==> config.mk <==
export PLATFORM = sky130hd
export DESIGN_NAME = dist_sq_gen_flat
export DESIGN_NICKNAME = d
export VERILOG_FILES = /design/src/rtl/dist_sq_gen_if.sv /design/src/rtl/dist_sq_gen.sv /design/src/flat_wrapper.sv
export SDC_FILE = /design/constraint.sdc
export NUM_CORES = 1
export LEC_CHECK = 0
export BUFFER_PORTS_ARGS = -buffer_cell sky130_fd_sc_hd__buf_2
export CAP_MARGIN = 5
export CORE_ASPECT_RATIO = 0.9
export CORE_UTILIZATION = 40
export CTS_BUF_LIST = sky130_fd_sc_hd__clkbuf_8
export DETAILED_ROUTE_END_ITERATION = 7
export REMOVE_ABC_BUFFERS = 1
export SLEW_MARGIN = 5
export SYNTH_ARGS = -nofsm -noshare
export SYNTH_HDL_FRONTEND = slang
export SYNTH_SLANG_ARGS = --single-unit
==> constraint.sdc <==
create_clock -name clk -period 15.2 [get_ports clk]
set_input_delay 0 -clock clk [delete_from_list [all_inputs] [get_ports clk]]
set_output_delay 0 -clock clk [all_outputs]
set_load 0.02 [all_outputs]
==> src/rtl/dist_sq_gen_if.sv <==
`default_nettype none
// ============================================================================
// Module  : dist_sq_gen_if
// Purpose : Request/result bundle between the focal-point source, the
//           squared-distance generator and the downstream square-root stage.
// Rev     : 1.0
// ============================================================================
interface dist_sq_gen_if;
  logic               start;
  logic signed [15:0] fp_x;
  logic        [15:0] fp_z;
  logic               ready;
  logic        [31:0] dout;
  logic               valid;
  logic        [7:0]  elem_idx;
  logic               busy;
  logic               done;
  logic        [3:0]  cstate;

  modport master (
    output start, fp_x, fp_z, ready,
    input  dout, valid, elem_idx, busy, done, cstate
  );

  modport slave (
    input  start, fp_x, fp_z, ready,
    output dout, valid, elem_idx, busy, done, cstate
  );
endinterface
`default_nettype wire

==> src/rtl/dist_sq_gen.sv <==
`default_nettype none
// ============================================================================
// Module  : dist_sq_gen
// Purpose : Per-element squared distance (ex - fp_x)^2 + fp_z^2 for one focal
//           point. Define DIST_SQ_SATURATE_EN to clamp overflow to all-ones.
// Rev     : 1.0
// ============================================================================
module dist_sq_gen #(
  parameter int NUM_ELEM = 64,
  parameter int PITCH    = 64,
  parameter int ELEM_X0  = -2016
) (
  input logic          clk,
  input logic          reset,
  input logic          enable,
  dist_sq_gen_if.slave bus
);

`ifdef DIST_SQ_SATURATE_EN
  localparam bit SATURATE = 1'b1;
`else
  localparam bit SATURATE = 1'b0;
`endif

  localparam logic [7:0] LAST_IDX = 8'(NUM_ELEM - 1);

  typedef enum logic [3:0] {
    S_IDLE = 4'd0,
    S_LOAD = 4'd1,
    S_DIFF = 4'd2,
    S_SQX  = 4'd3,
    S_SQZ  = 4'd4,
    S_SUM  = 4'd5,
    S_OUT  = 4'd6,
    S_NEXT = 4'd7,
    S_DONE = 4'd8
  } state_t;

  state_t             r_state;
  logic signed [15:0] r_fp_x;
  logic        [15:0] r_fp_z;
  logic        [15:0] r_ex;
  logic        [16:0] r_dx;
  logic        [33:0] r_sqx;
  logic        [31:0] r_sqz;
  logic        [31:0] r_dout;
  logic               r_valid;
  logic               r_done;
  logic        [7:0]  r_idx;

  logic [15:0] w_ex;
  logic [16:0] w_dx;
  logic [33:0] w_dx_ext;
  logic [33:0] w_sqx;
  logic [31:0] w_sqz;
  logic [34:0] w_sum;
  logic [31:0] w_dout_next;

  assign w_ex     = 16'(ELEM_X0 + $signed({24'd0, r_idx}) * PITCH);
  // One extra bit on both operands keeps the difference exact for any inputs.
  assign w_dx     = {r_ex[15], r_ex} - {r_fp_x[15], r_fp_x};
  assign w_dx_ext = {{17{r_dx[16]}}, r_dx};
  // Low 34 bits of the two's-complement product equal the true square.
  assign w_sqx    = w_dx_ext * w_dx_ext;
  assign w_sqz    = {16'd0, r_fp_z} * {16'd0, r_fp_z};
  assign w_sum    = {1'b0, r_sqx} + {3'd0, r_sqz};

  assign w_dout_next = (SATURATE && (w_sum[34:32] != 3'd0)) ? 32'hFFFF_FFFF
                                                           : w_sum[31:0];

  always_ff @(posedge clk) begin
    if (reset) begin
      r_state <= S_IDLE;
      r_fp_x  <= '0;
      r_fp_z  <= '0;
      r_ex    <= '0;
      r_dx    <= '0;
      r_sqx   <= '0;
      r_sqz   <= '0;
      r_dout  <= '0;
      r_valid <= 1'b0;
      r_done  <= 1'b0;
      r_idx   <= '0;
    end else if (enable) begin
      case (r_state)
        S_IDLE: begin
          if (bus.start) begin
            r_fp_x  <= bus.fp_x;
            r_fp_z  <= bus.fp_z;
            r_idx   <= '0;
            r_state <= S_LOAD;
          end
        end
        S_LOAD: begin
          r_ex    <= w_ex;
          r_state <= S_DIFF;
        end
        S_DIFF: begin
          r_dx    <= w_dx;
          r_state <= S_SQX;
        end
        S_SQX: begin
          r_sqx   <= w_sqx;
          r_state <= S_SQZ;
        end
        S_SQZ: begin
          r_sqz   <= w_sqz;
          r_state <= S_SUM;
        end
        S_SUM: begin
          r_dout  <= w_dout_next;
          r_valid <= 1'b1;
          r_state <= S_OUT;
        end
        S_OUT: begin
          if (bus.ready) begin
            r_valid <= 1'b0;
            r_state <= S_NEXT;
          end
        end
        S_NEXT: begin
          if (r_idx == LAST_IDX) begin
            r_done  <= 1'b1;
            r_state <= S_DONE;
          end else begin
            r_idx   <= r_idx + 8'd1;
            r_state <= S_LOAD;
          end
        end
        S_DONE: begin
          r_done  <= 1'b0;
          r_state <= S_IDLE;
        end
        default: begin
          r_valid <= 1'b0;
          r_done  <= 1'b0;
          r_state <= S_IDLE;
        end
      endcase
    end
  end

  assign bus.dout     = r_dout;
  assign bus.valid    = r_valid;
  assign bus.elem_idx = r_idx;
  assign bus.busy     = (r_state != S_IDLE);
  assign bus.done     = r_done;
  assign bus.cstate   = r_state;

endmodule
`default_nettype wire
==> src/flat_wrapper.sv <==
// flat-port wrapper written by rule: the top's interface ports become plain ports
module dist_sq_gen_flat 
#(
  parameter int NUM_ELEM = 64,
  parameter int PITCH    = 64,
  parameter int ELEM_X0  = -2016
)
  (clk, reset, enable, bus_start, bus_fp_x, bus_fp_z, bus_ready, bus_dout, bus_valid, bus_elem_idx, bus_busy, bus_done, bus_cstate);
  dist_sq_gen_if bus_i ();
  input logic clk;
  input logic reset;
  input logic enable;
  input wire logic [$bits(bus_i.start)-1:0] bus_start;
  input wire logic [$bits(bus_i.fp_x)-1:0] bus_fp_x;
  input wire logic [$bits(bus_i.fp_z)-1:0] bus_fp_z;
  input wire logic [$bits(bus_i.ready)-1:0] bus_ready;
  output wire logic [$bits(bus_i.dout)-1:0] bus_dout;
  output wire logic [$bits(bus_i.valid)-1:0] bus_valid;
  output wire logic [$bits(bus_i.elem_idx)-1:0] bus_elem_idx;
  output wire logic [$bits(bus_i.busy)-1:0] bus_busy;
  output wire logic [$bits(bus_i.done)-1:0] bus_done;
  output wire logic [$bits(bus_i.cstate)-1:0] bus_cstate;
  assign bus_i.start = bus_start;
  assign bus_i.fp_x = bus_fp_x;
  assign bus_i.fp_z = bus_fp_z;
  assign bus_i.ready = bus_ready;
  assign bus_dout = bus_i.dout;
  assign bus_valid = bus_i.valid;
  assign bus_elem_idx = bus_i.elem_idx;
  assign bus_busy = bus_i.busy;
  assign bus_done = bus_i.done;
  assign bus_cstate = bus_i.cstate;
  dist_sq_gen #(.NUM_ELEM(NUM_ELEM), .PITCH(PITCH), .ELEM_X0(ELEM_X0)) u_core (.clk(clk), .reset(reset), .enable(enable), .bus(bus_i));
endmodule
Word level (Yosys, flattened, before mapping)
Index checks and enable logic that the tools add are counted.

operators by class
  $mul = 2
  equal/unequal tests = 13
  reductions and logical operators = 15
  $add $sub $neg = 4
  mux-type cells = 11
  bitwise operators = 2

operators with widths
  kind                      number
  $add A32 B32 Y32          1
  $mul A16 B16 Y32          1
  $mul A17 B17 Y32          1
  $pmux W4 S8               1
  $sub A16 B16 Y17          1
  $add A12 B15 Y16 const A  1
  $eq A4 B3 Y1 const B      4
  $mux W8                   2
  $pmux W8 S2               1
  $reduce_or A7 Y1          2
  $mux W4                   3
  $reduce_and A3 Y1         4
  $reduce_and A2 Y1         5
  $add A8 B1 Y8 const B     1
  $eq A4 B2 Y1 const B      2
  $eq A8 B6 Y1 const B      1
  $ne A2 B2 Y1 const B      3
  $eq A4 B1 Y1 const B      1
  $eq A4 B4 Y1 const B      1
  $logic_not A4 Y1          1
  $reduce_and A4 Y1         1
  $reduce_bool A4 Y1        1
  $pmux W1 S3               1
  $mux W1                   2
  other kinds (4)           5

word-level totals
  bits in registers = 175
  output and inout port bits = 47
  input port bits = 37

Logic depth before layout (Yosys ltp)
  depth after elaboration = 4
  depth in mapped cells = 26
  mapped depth without buffers = 24

Worst setup path before layout
No wires, ideal clock.

  kind = reg-to-reg
  start = reg u_core.r_dx[4]
  end = reg u_core.r_sqx[31]
  cell stages (with the launch flop) = 25
  setup slack = 8.945 ns
  path buffers = 2
  period minus slack after synthesis = 6.255 ns
  arrival time = 6.135 ns
  cells stage by stage = dfxtp_1 > clkbuf_1 > clkbuf_1 > nand2_1 > fa_1 > inv_1 > fa_1 > inv_1 > fa_1 > inv_1 > fa_1 > fa_1 > inv_1 > fa_1 > inv_1 > ha_1 > a21o_1 > a21o_1 > a221o_1 > a31oi_4 > o41ai_2 > o41ai_4 > o21ai_2 > nor4b_1 > a211o_1

on the way
  cells in the longest elaborated chain, start to end = 1

ends and longest elaborated chain
  element                 RTL line            text
  from (decl)             dist_sq_gen.sv:43   logic [16:0] r_dx;
  from (signal assigned)  dist_sq_gen.sv:99   r_dx <= w_dx;
  $mul A17 B17 Y32        dist_sq_gen.sv:64   assign w_sqx = w_dx_ext * w_dx_ext;
  to (signal assigned)    dist_sq_gen.sv:103  r_sqx <= w_sqx;
  to (decl)               dist_sq_gen.sv:44   logic [33:0] r_sqx;

No other way between the ends.
A chain may end at the register's enable or synchronous reset.

Worst setup path in the final report
  start = reg u_core.r_dx[5]
  end = reg u_core.r_sqx[31]

The elaborated chain is that of the path after synthesis.

==> flow_summary.yaml <==
synth:
  ys_seq_elements: 168
  netlist_instances: 2786
  synth_edf_count: 0
  synth.cell_area_um2: 24300
  yosys-top-cells-area: "fa_1 (35%), dfxtp_1 (14%), ha_1 (11%), inv_1 (8.7%), nand2_1 (6.2%)"
  syn-mean-instance-area_um2: 8.722
  synth_cell_types: 84
  synth_top_area_share_pct: 34.60
  synth_ff_type: "dfxtp_1"
  synth_top_area_cell: "fa_1"
  async_flop_share_pct: 0
  yosys_warnings: 0
  seq_area_frac_synth_pct: 13.84
detailed_routing:
  finalWirelength_mm: 55.83
  via_per_inst: 4.991
  wl_per_cell_um: 15.43
  ant_nets: 0
  drt-pass1-iter-count: 7
  vias: 18060
  drt-initial-drc-count: 999
  drcViolationCount: 0
timing:
  hold_slack_ns: 0.05247
  setup_tns_ns: 0
  worst_slack_ns: 8.403
  slew_headroom_pct: 23.15
  fmax_ghz: 0.1471
  tightest_slew_ns: 1.150
  report.final.hold_viol_count: 0
  rsz0062_at_grt: "false"
  drv_slew: 0
  setup_viol: 0
  fin_crit_sh_pct: 44.72
  min_period_ns: 6.797
  fin_skew_ns: 0.03389
worst_setup_path:
  worstPathMaxFanout: 20
  worstPathRequired_ns: 15.68
  cp-start-kind: "flop"
  ff2ff_path_depth: 21
  cp_data_arrival_time_ns: 7.28
  endpoint_kind: "flop"
  r2r_start: "u_core.r_dx[5]"
  critPathLaunch: "u_core.r_dx[5]"
  path_class: "flop to flop"
clock_network:
  clock_path_buffers: 2
  clk-insertion-delay-late_ns: 0.52
  cts_resized: 0
  cts_buffers: 17
  numClockSinks: 168
  cts_tree: "built"
  h-tree-depth: 4
  cts.clk_slew.worst_paths_ns: 0.13
  clockRootBuffer: "clkbuf_8"
power:
  power_mw: 1.009
  vdd_drop_max_mv: 0.05803
  pwr_density_cell_nw_per_um2: 38.66
  leakagePower_nw: 13.42
grt:
  grt_pass1_wl_mm: 95.54
  grt-ovfl-total: 0
  grtUsageTotal_pct: 19.29
  grt_max_degree: 95
  grt_pass1_vias: 19380
  antenna_found_initial: 0
cells_and_area:
  nets: 3502
  final_common_cell: "inv_1"
  final_area_um2: 26100
  area_growth_pct: 7.383
  antenna_cells: 0
  final_cell_mix: "inv_1 (566), fa_1 (420), nand2_1 (404), ha_1 (223), a21oi_1 (192)"
  final_layout_size_suffix_gt1_share_pct: 5.855
die:
  die-area_um2: 61740
  initial_core_util_pct: 40.59
  rows: 85
  chipWidth_um: 261.8
  ios: 84
  core_um2: 59880
  die_h_um: 235.8
run:
  drv_cap: 0
min_path:
  min-delay-start: "bus_ready"
  hp-class: "input pin to flop"
  min_path_cells: 6
placed_design:
  port_buffers: 83
  placed_cell_area_um2: 25340
  hpwl_mm: 46.22
  gp_congestion: 0.8838
  dp_slack_ns: 8.447
run_status:
  status: "complete, no violations"
layer usage:
layer	global-route usage (%)	routed length, um	vias up
met1	26.53	26020	8994
met3	2.665	2268	55
met5	0	0	-
met2	32.00	26460	336
li1	-	-	8672
met4	4.405	1073	0
final timing paths:
path / endpoint / slack (ns)
worst min register to register: u_core.bus.dout[23] / 0.45
worst min-delay path: u_core.bus.cstate[0] / 0.05
worst max register to register: u_core.r_sqx[31] / 8.40
worst max-delay path: u_core.r_sqx[31] / 8.40
where the power goes:
group / internal, mW / switching, mW / total (mW)
registers: 0.448 / 0.0275 / 0.476
clock network: 0.131 / 0.211 / 0.342
logic: 0.0793 / 0.112 / 0.191
total: 0.658 / 0.351 / 1.01
flip-flops by register name (all words and copies together) (netlist names), 8 cells and up:
signal	flops
u_core.r_dx	17
u_core.bus.elem_idx	8
u_core.r_ex	11
u_core.r_sqz	31
u_core.r_sqx	31
u_core.bus.dout	32
u_core.r_fp_x	16
u_core.r_fp_z	16
cell type report:
class	count	area, um^2
fill	5867	33780
multi-input combinational	1939	18350
sequential	168	3363
inverter	567	2128
tap	783	979.7
timing repair buffer	129	845.8
clock buffer	18	247.7
clock inverter	14	176.4
stage by stage:
step | util [%] | instances
after CTS | 43.58 | 3618
after detailed placement | 42.32 | 3553
after global routing | 43.58 | 3618
after floorplan | - | 2674
after global placement | 42.32 | 3553
final | 43.58 | 3618
Yosys cell counts, types with 31 or more instances:
| master | count |
|---|---|
| o21ai_0 | 39 |
| a21o_1 | 31 |
| clkbuf_1 | 100 |
| inv_1 | 566 |
| fa_1 | 420 |
| dfxtp_1 | 168 |
| ha_1 | 223 |
| and2_1 | 110 |
| a21oi_1 | 192 |
| xnor2_1 | 89 |
| nand2_1 | 404 |
| nor2_1 | 137 |
what timing repair did:
item,in CTS,in global routing
endpoints found under the setup margin,0,0
setup buffers,0,0
hold buffers,33,0
hold endpoints to repair,38,0
cell families (layout without fill, tap and decap cells):
| family | Yosys count | in the layout | synth area share [%] |
|---|---|---|---|
| AOI/OAI and AO/OA | 385 | 385 | 10.15 |
| muxes | 7 | 7 | 0.3038 |
| DFF | 168 | 168 | 13.84 |
| adders and majority gates | 643 | 643 | 46.08 |
| xor gates and xnor gates | 118 | 118 | 4.253 |
| buffers and inverters | 679 | 728 | 10.68 |
| and+or+nand+nor | 786 | 786 | 14.69 |
critical path: stages (launching register included):
cell and delay (ns):
dfxtp_1 0.95, nand2_1 0.22, inv_1 0.13, fa_1 0.41
inv_1 0.08, fa_1 0.44, fa_1 0.52, inv_1 0.06
fa_1 0.50, fa_1 0.49, inv_1 0.05, fa_1 0.49
inv_1 0.05, ha_1 0.31, and3_1 0.24, a221o_1 0.42
a31oi_4 0.31, o41ai_2 0.17, o41ai_4 0.28, o21ai_2 0.15
nor4_1 0.33, a211o_1 0.15
Power figures use the tool's default switching activity.
